[config.mk]
export PLATFORM = sky130hd
export DESIGN_NAME = fact_bus_if
export DESIGN_NICKNAME = d
export VERILOG_FILES = /design/src/rtl/fact_pkg.sv /design/src/rtl/fact_bus_if.sv
export SDC_FILE = /design/constraint.sdc
export NUM_CORES = 1
export LEC_CHECK = 0
export CAP_MARGIN = 20
export CORE_UTILIZATION = 45
export DETAILED_ROUTE_END_ITERATION = 6
export PLACE_DENSITY = 0.85
export SLEW_MARGIN = 20
export SYNTH_ARGS = -nofsm -noshare
export SYNTH_HDL_FRONTEND = slang
export SYNTH_SLANG_ARGS = --single-unit
export TNS_END_PERCENT = 1
[constraint.sdc]
create_clock -name CLK -period 3.8 [get_ports CLK]
set_input_delay 0.57 -clock CLK [delete_from_list [all_inputs] [get_ports CLK]]
set_output_delay 0.57 -clock CLK [all_outputs]
set_load 0.1 [all_outputs]
[src/rtl/fact_pkg.sv]
// Shared definitions for the factorial engine bus interface: register map,
// STATUS bit positions and FSM state encodings.
package fact_pkg;

    localparam logic [1:0] ADDR_N      = 2'd0;
    localparam logic [1:0] ADDR_GO     = 2'd1;
    localparam logic [1:0] ADDR_STATUS = 2'd2;
    localparam logic [1:0] ADDR_RESULT = 2'd3;

    localparam int ST_DONE_BIT    = 0;
    localparam int ST_ERROR_BIT   = 1;
    localparam int ST_BUSY_BIT    = 2;
    localparam int ST_TIMEOUT_BIT = 3;

    typedef enum logic [1:0] {
        IDLE   = 2'b00,
        LAUNCH = 2'b01,
        BUSY   = 2'b10
    } state_e;

    function automatic logic [3:0] pack_status(input logic timeout, input logic busy,
                                               input logic error, input logic done);
        logic [3:0] s;
        s                 = 4'b0000;
        s[ST_TIMEOUT_BIT] = timeout;
        s[ST_BUSY_BIT]    = busy;
        s[ST_ERROR_BIT]   = error;
        s[ST_DONE_BIT]    = done;
        return s;
    endfunction

endpackage

[src/rtl/fact_bus_if.sv]
// CPU-facing register block for the factorial engine: launches the engine with
// a one-cycle GO pulse, captures its result and aborts stalled runs by watchdog.
module fact_bus_if
    import fact_pkg::*;
#(
    parameter int DATA_WIDTH     = 32,
    parameter int N_WIDTH        = 4,
    parameter int TIMEOUT_CYCLES = 255
) (
    input  logic                  CLK,
    input  logic                  RST,
    input  logic [1:0]            A,
    input  logic                  WE,
    input  logic [DATA_WIDTH-1:0] WD,
    output logic [DATA_WIDTH-1:0] RD,
    output logic [N_WIDTH-1:0]    n_out,
    output logic                  go_out,
    input  logic                  done_in,
    input  logic                  error_in,
    input  logic [DATA_WIDTH-1:0] result_in
);

    localparam int                CNT_W = $clog2(TIMEOUT_CYCLES);
    localparam logic [CNT_W-1:0] CNT_TERM = CNT_W'(TIMEOUT_CYCLES - 1);

    state_e                  state_q, state_d;
    logic [N_WIDTH-1:0]      n_reg_q, n_reg_d;
    logic [N_WIDTH-1:0]      n_out_q, n_out_d;
    logic                    go_q, go_d;
    logic [DATA_WIDTH-1:0]   result_q, result_d;
    logic                    done_q, done_d;
    logic                    error_q, error_d;
    logic                    timeout_q, timeout_d;
    logic [CNT_W-1:0]        cnt_q, cnt_d;
    logic                    busy_s;
    logic                    start_s;
    logic [DATA_WIDTH-1:0]   rd_s;
    logic                    wd_unused_s;

    assign busy_s      = (state_q != IDLE);
    assign start_s     = WE && (A == ADDR_GO) && WD[0];
    assign wd_unused_s = ^WD[DATA_WIDTH-1:N_WIDTH];

    // State and register file, cleared asynchronously together with the engine
    always_ff @(posedge CLK or posedge RST) begin
        if (RST) begin
            state_q   <= IDLE;
            n_reg_q   <= '0;
            n_out_q   <= '0;
            go_q      <= 1'b0;
            result_q  <= '0;
            done_q    <= 1'b0;
            error_q   <= 1'b0;
            timeout_q <= 1'b0;
            cnt_q     <= '0;
        end else begin
            state_q   <= state_d;
            n_reg_q   <= n_reg_d;
            n_out_q   <= n_out_d;
            go_q      <= go_d;
            result_q  <= result_d;
            done_q    <= done_d;
            error_q   <= error_d;
            timeout_q <= timeout_d;
            cnt_q     <= cnt_d;
        end
    end

    // Next-state logic; N_REG stays writable while busy because n_out is a separate copy
    always_comb begin
        state_d   = state_q;
        n_out_d   = n_out_q;
        go_d      = 1'b0;
        result_d  = result_q;
        done_d    = done_q;
        error_d   = error_q;
        timeout_d = timeout_q;
        cnt_d     = cnt_q;
        if (WE && (A == ADDR_N)) begin
            n_reg_d = WD[N_WIDTH-1:0];
        end else begin
            n_reg_d = n_reg_q;
        end
        case (state_q)
            IDLE: begin
                if (start_s) begin
                    state_d   = LAUNCH;
                    n_out_d   = n_reg_q;
                    go_d      = 1'b1;
                    done_d    = 1'b0;
                    error_d   = 1'b0;
                    timeout_d = 1'b0;
                    cnt_d     = '0;
                end else begin
                    state_d = IDLE;
                end
            end
            LAUNCH: begin
                state_d = BUSY;
            end
            BUSY: begin
                // An engine completion on the terminal count takes priority over the watchdog
                if (done_in) begin
                    result_d = result_in;
                    error_d  = error_in;
                    done_d   = 1'b1;
                    state_d  = IDLE;
                end else if (cnt_q == CNT_TERM) begin
                    timeout_d = 1'b1;
                    done_d    = 1'b1;
                    error_d   = 1'b1;
                    state_d   = IDLE;
                end else begin
                    cnt_d = cnt_q + CNT_W'(1);
                end
            end
            default: begin
                state_d = IDLE;
            end
        endcase
    end

    // Read mux, combinational from the word address
    always_comb begin
        rd_s = '0;
        case (A)
            ADDR_N:      rd_s[N_WIDTH-1:0] = n_reg_q;
            ADDR_GO:     rd_s[0] = go_q;
            ADDR_STATUS: rd_s[3:0] = pack_status(timeout_q, busy_s, error_q, done_q);
            ADDR_RESULT: rd_s = result_q;
            default:     rd_s = '0;
        endcase
    end

    assign RD     = rd_s;
    assign n_out  = n_out_q;
    assign go_out = go_q;

endmodule

==> results of run 1 <==
-- how the worst min path moves through the flow --
stage / end / slack [ps] / cells past startpoint / startpoint
after floorplan: cnt_q[7]$_DFFE_PP0P_ / 450 / 1 / cnt_q[7]$_DFFE_PP0P_
after global placement: result_q[29]$_DFFE_PP0P_ / 480 / 1 / result_q[29]$_DFFE_PP0P_
after detailed placement: result_q[8]$_DFFE_PP0P_ / 480 / 1 / result_q[8]$_DFFE_PP0P_
after CTS: cnt_q[7]$_DFFE_PP0P_ / 500 / 1 / cnt_q[7]$_DFFE_PP0P_
after global routing: cnt_q[7]$_DFFE_PP0P_ / 510 / 1 / cnt_q[7]$_DFFE_PP0P_
final: result_q[21]$_DFFE_PP0P_ / 500 / 1 / result_q[21]$_DFFE_PP0P_
-- cell type report --
type | instances | share of cell area, %
clock inverters | 2 | 0.368
repair buffers | 83 | 22.9
well taps | 70 | 2.58
inverters | 5 | 0.626
flip-flops and latches | 54 | 39.8
clock buffers | 6 | 2.43
multi-input cells | 134 | 31.3
-- power breakdown --
part,internal (µW),total [µW],switching [µW]
sequential,724,798,74.4
combinational,268,803,535
clock,147,332,185
-- per-layer routing --
| metal | vias up | wire length [µm] |
|---|---|---|
| met2 | 55 | 2590 |
| met4 | 0 | 147 |
| met1 | 939 | 2270 |
| met5 | - | 0 |
| li1 | 893 | - |
| met3 | 10 | 243 |
-- per-stage QoR --
stage / instance area [µm²] / setup WS (ps) / std cells
6_report: 3400 / 965 / 354
3_5_place_dp: 3300 / 941 / 346
4_1_cts: 3400 / 930 / 354
2_1_floorplan: 2500 / 203 / 206
5_1_grt: 3400 / 820 / 354
3_3_place_gp: 3300 / 913 / 346
-- logic make-up (layout without fill, tap and decap cells) --
family / after synthesis / count (layout) / share of synthesized area (%)
DFF: 54 / 54 / 54.1
buffers and inverters: 18 / 96 / 3.31
muxes: 45 / 45 / 20.8
and+or+nand+nor: 63 / 63 / 14.7
AOI/OAI and AO/OA: 24 / 24 / 6.12
adders and majority gates: 2 / 2 / 1.00
-- critical path, cell delays in order --
cell and delay, ps:
clkdlybuf4s50_1 850, mux4_2 590, buf_4 250
-- cell usage in the layout (no fill, tap or decap), types with 2 or more instances in the layout --
master / n
nand2_1: 8
o21ai_0: 10
ha_1: 2
a21oi_1: 4
nor2_1: 8
buf_4: 33
a31oi_1: 6
inv_1: 4
nand3_1: 7
nand2b_1: 2
mux2i_1: 3
mux2_2: 40
buf_12: 3
and3_1: 28
clkbuf_8: 6
a41oi_1: 2
clkdlybuf4s50_1: 47
dfrtp_1: 54
-- state kept, by name, summed over array words and instances, names as in the netlist --
signal     cells
timeout_q      1
state_q        2
result_q      32
n_out          4
go_out         1
done_q         1
n_reg_q        4
error_q        1
cnt_q          8
==> impl_metrics.csv, run 1 <==
group,metric,value,unit
status,status,"completed",
worst_setup_path,cp-end-kind,"output pin",
clock_network,cts_tree,"done",
timing,final_hold_viol_count,0,
synthesis,yosys-top-cells-area,"dfrtp_1 54%, mux2_2 18%, and3_1 7.0%",
timing,finClkSkew,8.86,ps
timing,setup_viol,0,
clock_network,cts_hold_buf,0,
clock_network,ctsResizeCount,0,
global_routing,grt.total_usage,19.3,%
final_layout,num_antenna_cells,0,
synthesis,syn-mean-instance-area,12.1,µm²
final_layout,fillerInstances,395,
timing,finalCriticalPeriod,2830,ps
timing,drv_slew,0,
global_routing,use_met2,31.0,%
worst_setup_path,critPathCapture,"RD[0]",
timing,tightest_slew,978,ps
synthesis,yosysTopAreaCellShare,54.1,%
global_routing,overflow,0,
placement,io_buffers,79,
final_layout,seq_area,1350,µm²
clock_network,clk_pin_slew,90,ps
final_layout,multiInputGateArea,1060,µm²
worst_setup_path,startpoint_type,"input port",
power,power.leakage,0.00158,µW
clock_network,clock_sinks,54,
timing,max_freq,353,MHz
worst_setup_path,r2r-start,"state_q[1]$_DFFE_PP0P_",
synthesis,synth_warnings,0,
synthesis,synth_ff_type,"dfrtp_1",
run,drv_cap,0,
clock_network,cts_setup_buffers,0,
synthesis,ys_seq_area_share,54.1,%
timing,hold_slack,503,ps
placement,hpwl,3.69,mm
timing,tns,0,ps
worst_setup_path,worstReg2RegEnd,"result_q[25]$_DFFE_PP0P_",
worst_setup_path,cp.required,3230,ps
synthesis,async_flop_share,100,%
worst_setup_path,crit_fanout,20,
synthesis,netlist_instances,206,
final_layout,drive_gt1_share,32.7,%
synthesis,synth_most_common_cell,"dfrtp_1",
synthesis,synth_top_area_cell,"dfrtp_1",
clock_network,h-tree-depth,2,
floorplanning,rows,26,
floorplanning,die_w,76.5,µm
synthesis,syn-num-nets,279,
power,p_total,1930,µW
worst_setup_path,rrSetupSlack,1390,ps
worst_setup_path,arrival,2260,ps
global_routing,grt_pass1_vias,1871,
global_routing,top_usage_layer,"met2",
worst_hold_path,hold_class,"reg2reg",
global_routing,grt_max_degree,55,
worst_setup_path,startpoint,"A[0]",
final_layout,final_core_util,64.8,%
global_routing,grt.met3_usage,4.91,%
drt,totalWireLength,5.25,mm
floorplanning,coreArea,5240,µm²
drt,drc_errors,0,
synthesis,synth_edf_count,0,
final_layout,areaGrowthSynthToFinish,36.0,%
synthesis,synth_area,2500,µm²
placement,place_congestion,0.798,
worst_setup_path,worstRegToRegCells,3,
clock_network,clock_path_buffers,2,
clock_network,clk_latency,300,ps
global_routing,use_met1,24.8,%
drt,firstDrtPassIters,4,
global_routing,grt_pass1_wl,8.98,mm
floorplanning,die_area,5850,µm²
drt,wl_per_cell,14.8,µm
clock_network,numCtsBuffers,5,
power,ir_drop,0.000446,V
drt,drtIter0Drc,130,
power,cellPowerDensity,569,nW/µm²
drt,final_antenna_net_count,0,
global_routing,antenna_found_initial,0,
drt,viasPerCell,5.36,
timing,slew_headroom,34.6,%
clock_network,cts_root_buf,"clkbuf_8",
floorplanning,start_util,47.7,%
floorplanning,io_pins,108,
floorplanning,fp.dieH,76.5,µm
timing,period_share,74.6,%
synthesis,synth.distinct_cells,31,
final_layout,nNetsFinal,356,
worst_setup_path,path_class,"in2out",
synthesis,synth_commonest_cells,"54 x dfrtp_1, 40 x mux2_2, 28 x and3_1, 10 x o21ai_0",
drt,routed-via-count,1897,
synthesis,ys_ff_latch,54,
timing,rsz0062_at_grt,"false",
No activity file was read; power rests on OpenSTA's default activity.
==> run 2: changes to the inputs <==
--- a/config.mk
+++ b/config.mk
@@ -6,9 +6,9 @@
 export NUM_CORES = 1
 export LEC_CHECK = 0
 export CAP_MARGIN = 20
-export CORE_UTILIZATION = 45
+export CORE_UTILIZATION = 42
 export DETAILED_ROUTE_END_ITERATION = 6
-export PLACE_DENSITY = 0.85
+export PLACE_DENSITY = 0.8
 export SLEW_MARGIN = 20
 export SYNTH_ARGS = -nofsm -noshare
 export SYNTH_HDL_FRONTEND = slang
==> constraint.sdc (replaced) <==
create_clock -name CLK -period 2.7 [get_ports CLK]
set_input_delay 0.405 -clock CLK [delete_from_list [all_inputs] [get_ports CLK]]
set_output_delay 0.405 -clock CLK [all_outputs]
set_load 0.1 [all_outputs]
==> run 2 against run 1 <==
Utilization grew 2.7 points. Register-to-register slack worse by 570 ps. Sequential share of layout area fell by 4.1 points. Highest routed layer unchanged. Non-clock buffer count is 3 higher. Global-route usage increased by 2.1 points. Clock power up 66%. Clock skew shrank 0.51 ps. Routed wire length up 16%. Via count increased by 1.0%. Final area up 12%. Die area grew 6.9%.
==> impl_metrics.csv, run 2 (synthesized netlist as in run 1, its figures left out) <==
group,metric,value,unit
final_layout,largest_reg_flops,32,
final_layout,final_core_util,67.5,%
floorplanning,fp.dieH,79.1,µm
final_layout,num_antenna_cells,0,
power,p_comb_share,43.4,%
clock_network,cts_setup_buffers,0,
drt,drc_errors,0,
status,status,"completed",
clock_network,cts_tree,"done",
worst_setup_path,arrival,1950,ps
clock_network,clock_path_buffers,2,
final_layout,layout_commonest_cell,"dfrtp_1",
timing,drv_slew,0,
worst_setup_path,path_class,"in2out",
floorplanning,die_w,79.1,µm
drt,totalWireLength,6.08,mm
clock_network,clk_latency,310,ps
clock_network,clk_pin_slew,100,ps
drt,viasPerCell,5.34,
worst_hold_path,hold_class,"in2async",
timing,hold_slack,441,ps
power,p_int,1790,µW
placement,dp_slack,369,ps
final_layout,mostFrequentLayoutCells,"54 x dfrtp_1, 42 x clkdlybuf4s50_1, 40 x mux2_2",
timing,setup_viol,0,
worst_setup_path,cp.required,2300,ps
timing,max_freq,425,MHz
drt,firstDrtPassIters,4,
run,drv_cap,0,
timing,finalCriticalPeriod,2350,ps
worst_setup_path,cp-end-kind,"output pin",
power,cellPowerDensity,784,nW/µm²
final_layout,top_register,"result_q",
clock_network,ctsResizeCount,0,
final_layout,fillerInstances,417,
final_layout,largest_registers,"result_q (32), cnt_q (8)",
global_routing,grt.total_usage,21.5,%
power,ir_drop,0.000372,V
placement,io_buffers,79,
floorplanning,io_pins,108,
timing,period_share,87.1,%
final_layout,drive_gt1_share,35.2,%
drt,wl_per_cell,16.9,µm
clock_network,clock_sinks,54,
timing,slew_headroom,64.7,%
floorplanning,start_util,44.5,%
power,p_switching,1180,µW
power,p_total,2970,µW
drt,final_antenna_net_count,0,
clock_network,cts_root_buf,"clkbuf_8",
clock_network,numCtsBuffers,5,
drt,drtIter0Drc,79,
placement,hpwl,4.32,mm
timing,final_hold_viol_count,0,
global_routing,antenna_found_initial,0,
final_layout,nNetsFinal,359,
clock_network,cts_hold_buf,0,
timing,finClkSkew,8.35,ps
timing,tns,0,ps
power,switching_share,39.7,%
floorplanning,die_area,6260,µm²
final_layout,multiInputGateArea,1060,µm²
placement,place_congestion,0.780,
power,power.leakage,0.00170,µW
global_routing,grt_max_degree,35,
timing,layout_setup_ws,348,ps
worst_setup_path,startpoint_type,"input port",
timing,rsz0062_at_grt,"false",
timing,tightest_slew,529,ps
global_routing,overflow,0,
drt,routed-via-count,1916,
power,p_seq_share,38.0,%
global_routing,grt_pass1_vias,2028,
global_routing,grt_pass1_wl,10.2,mm
final_layout,seq_area,1350,µm²
floorplanning,rows,27,
worst_setup_path,crit_fanout,28,
clock_network,h-tree-depth,2,
final_layout,areaGrowthSynthToFinish,51.7,%
floorplanning,coreArea,5610,µm²
power,p_clk_share,18.6,%
==> run 2: changes by cell type in the layout (fill, tap and decap cells not counted), sizes merged <==
cell,delta
buf,+8
clkdlybuf4s50,-5
bufinv,+1
clkbuf,-1
clkinv,-1
clkinvlp,+1
==> run 2: worst paths after layout <==
| kind | slack [ps] | cells after the start | start | end |
|---|---|---|---|---|
| min reg2reg | 510 | 1 | result_q[11]$_DFFE_PP0P_ | result_q[11]$_DFFE_PP0P_ |
| max in group asynchronous | 1640 | 3 | RST | result_q[19]$_DFFE_PP0P_ |
| max reg2reg | 820 | 6 | cnt_q[0]$_DFFE_PP0P_ | cnt_q[1]$_DFFE_PP0P_ |
| min in group CLK | 510 | 1 | result_q[11]$_DFFE_PP0P_ | result_q[11]$_DFFE_PP0P_ |
| max | 350 | 4 | A[1] | RD[25] |
| min | 440 | 2 | RST | result_q[3]$_DFFE_PP0P_ |
==> run 2: worst max-delay path, stage by stage <==
cell and delay (ps):
clkdlybuf4s50_1 710, buf_4 350, and3_1 270, buf_12 190
==> run 2: metal layers <==
layer  part of all wire, %  vias to the layer above  global-route usage [%]  routed length, µm
met4                   2.8                        0                    9.45                170
met3                   5.5                       15                    4.94                334
met1                    41                      934                    25.2               2470
met2                    51                       73                    37.3               3100
met5                     0                        -                       0                  0
li1                      -                      894                       -                  -
==> run 2: through the flow <==
step	instance area, µm²	instances
floorplan	2500	206
global placement	3670	351
detailed placement	3670	351
CTS	3790	359
global route	3790	359
finish	3790	359
==> run 2: power groups by stage <==
stage | logic (µW) | clock network [µW] | registers (µW)
CTS | 1300 | 571 | 1130
finish | 1290 | 551 | 1130
global placement | 1270 | 0 | 1130
detailed placement | 1290 | 0 | 1140
global route | 1340 | 600 | 1160
floorplan | 725 | 0 | 1270
==> run 2: layout make-up <==
type / count / area share (%)
inverters: 5 / 0.496
clock inverters: 3 / 1.19
repair buffers: 86 / 30.4
well taps: 72 / 2.38
multi-input cells: 134 / 28.0
flip-flops and latches: 54 / 35.7
clock buffers: 5 / 1.82
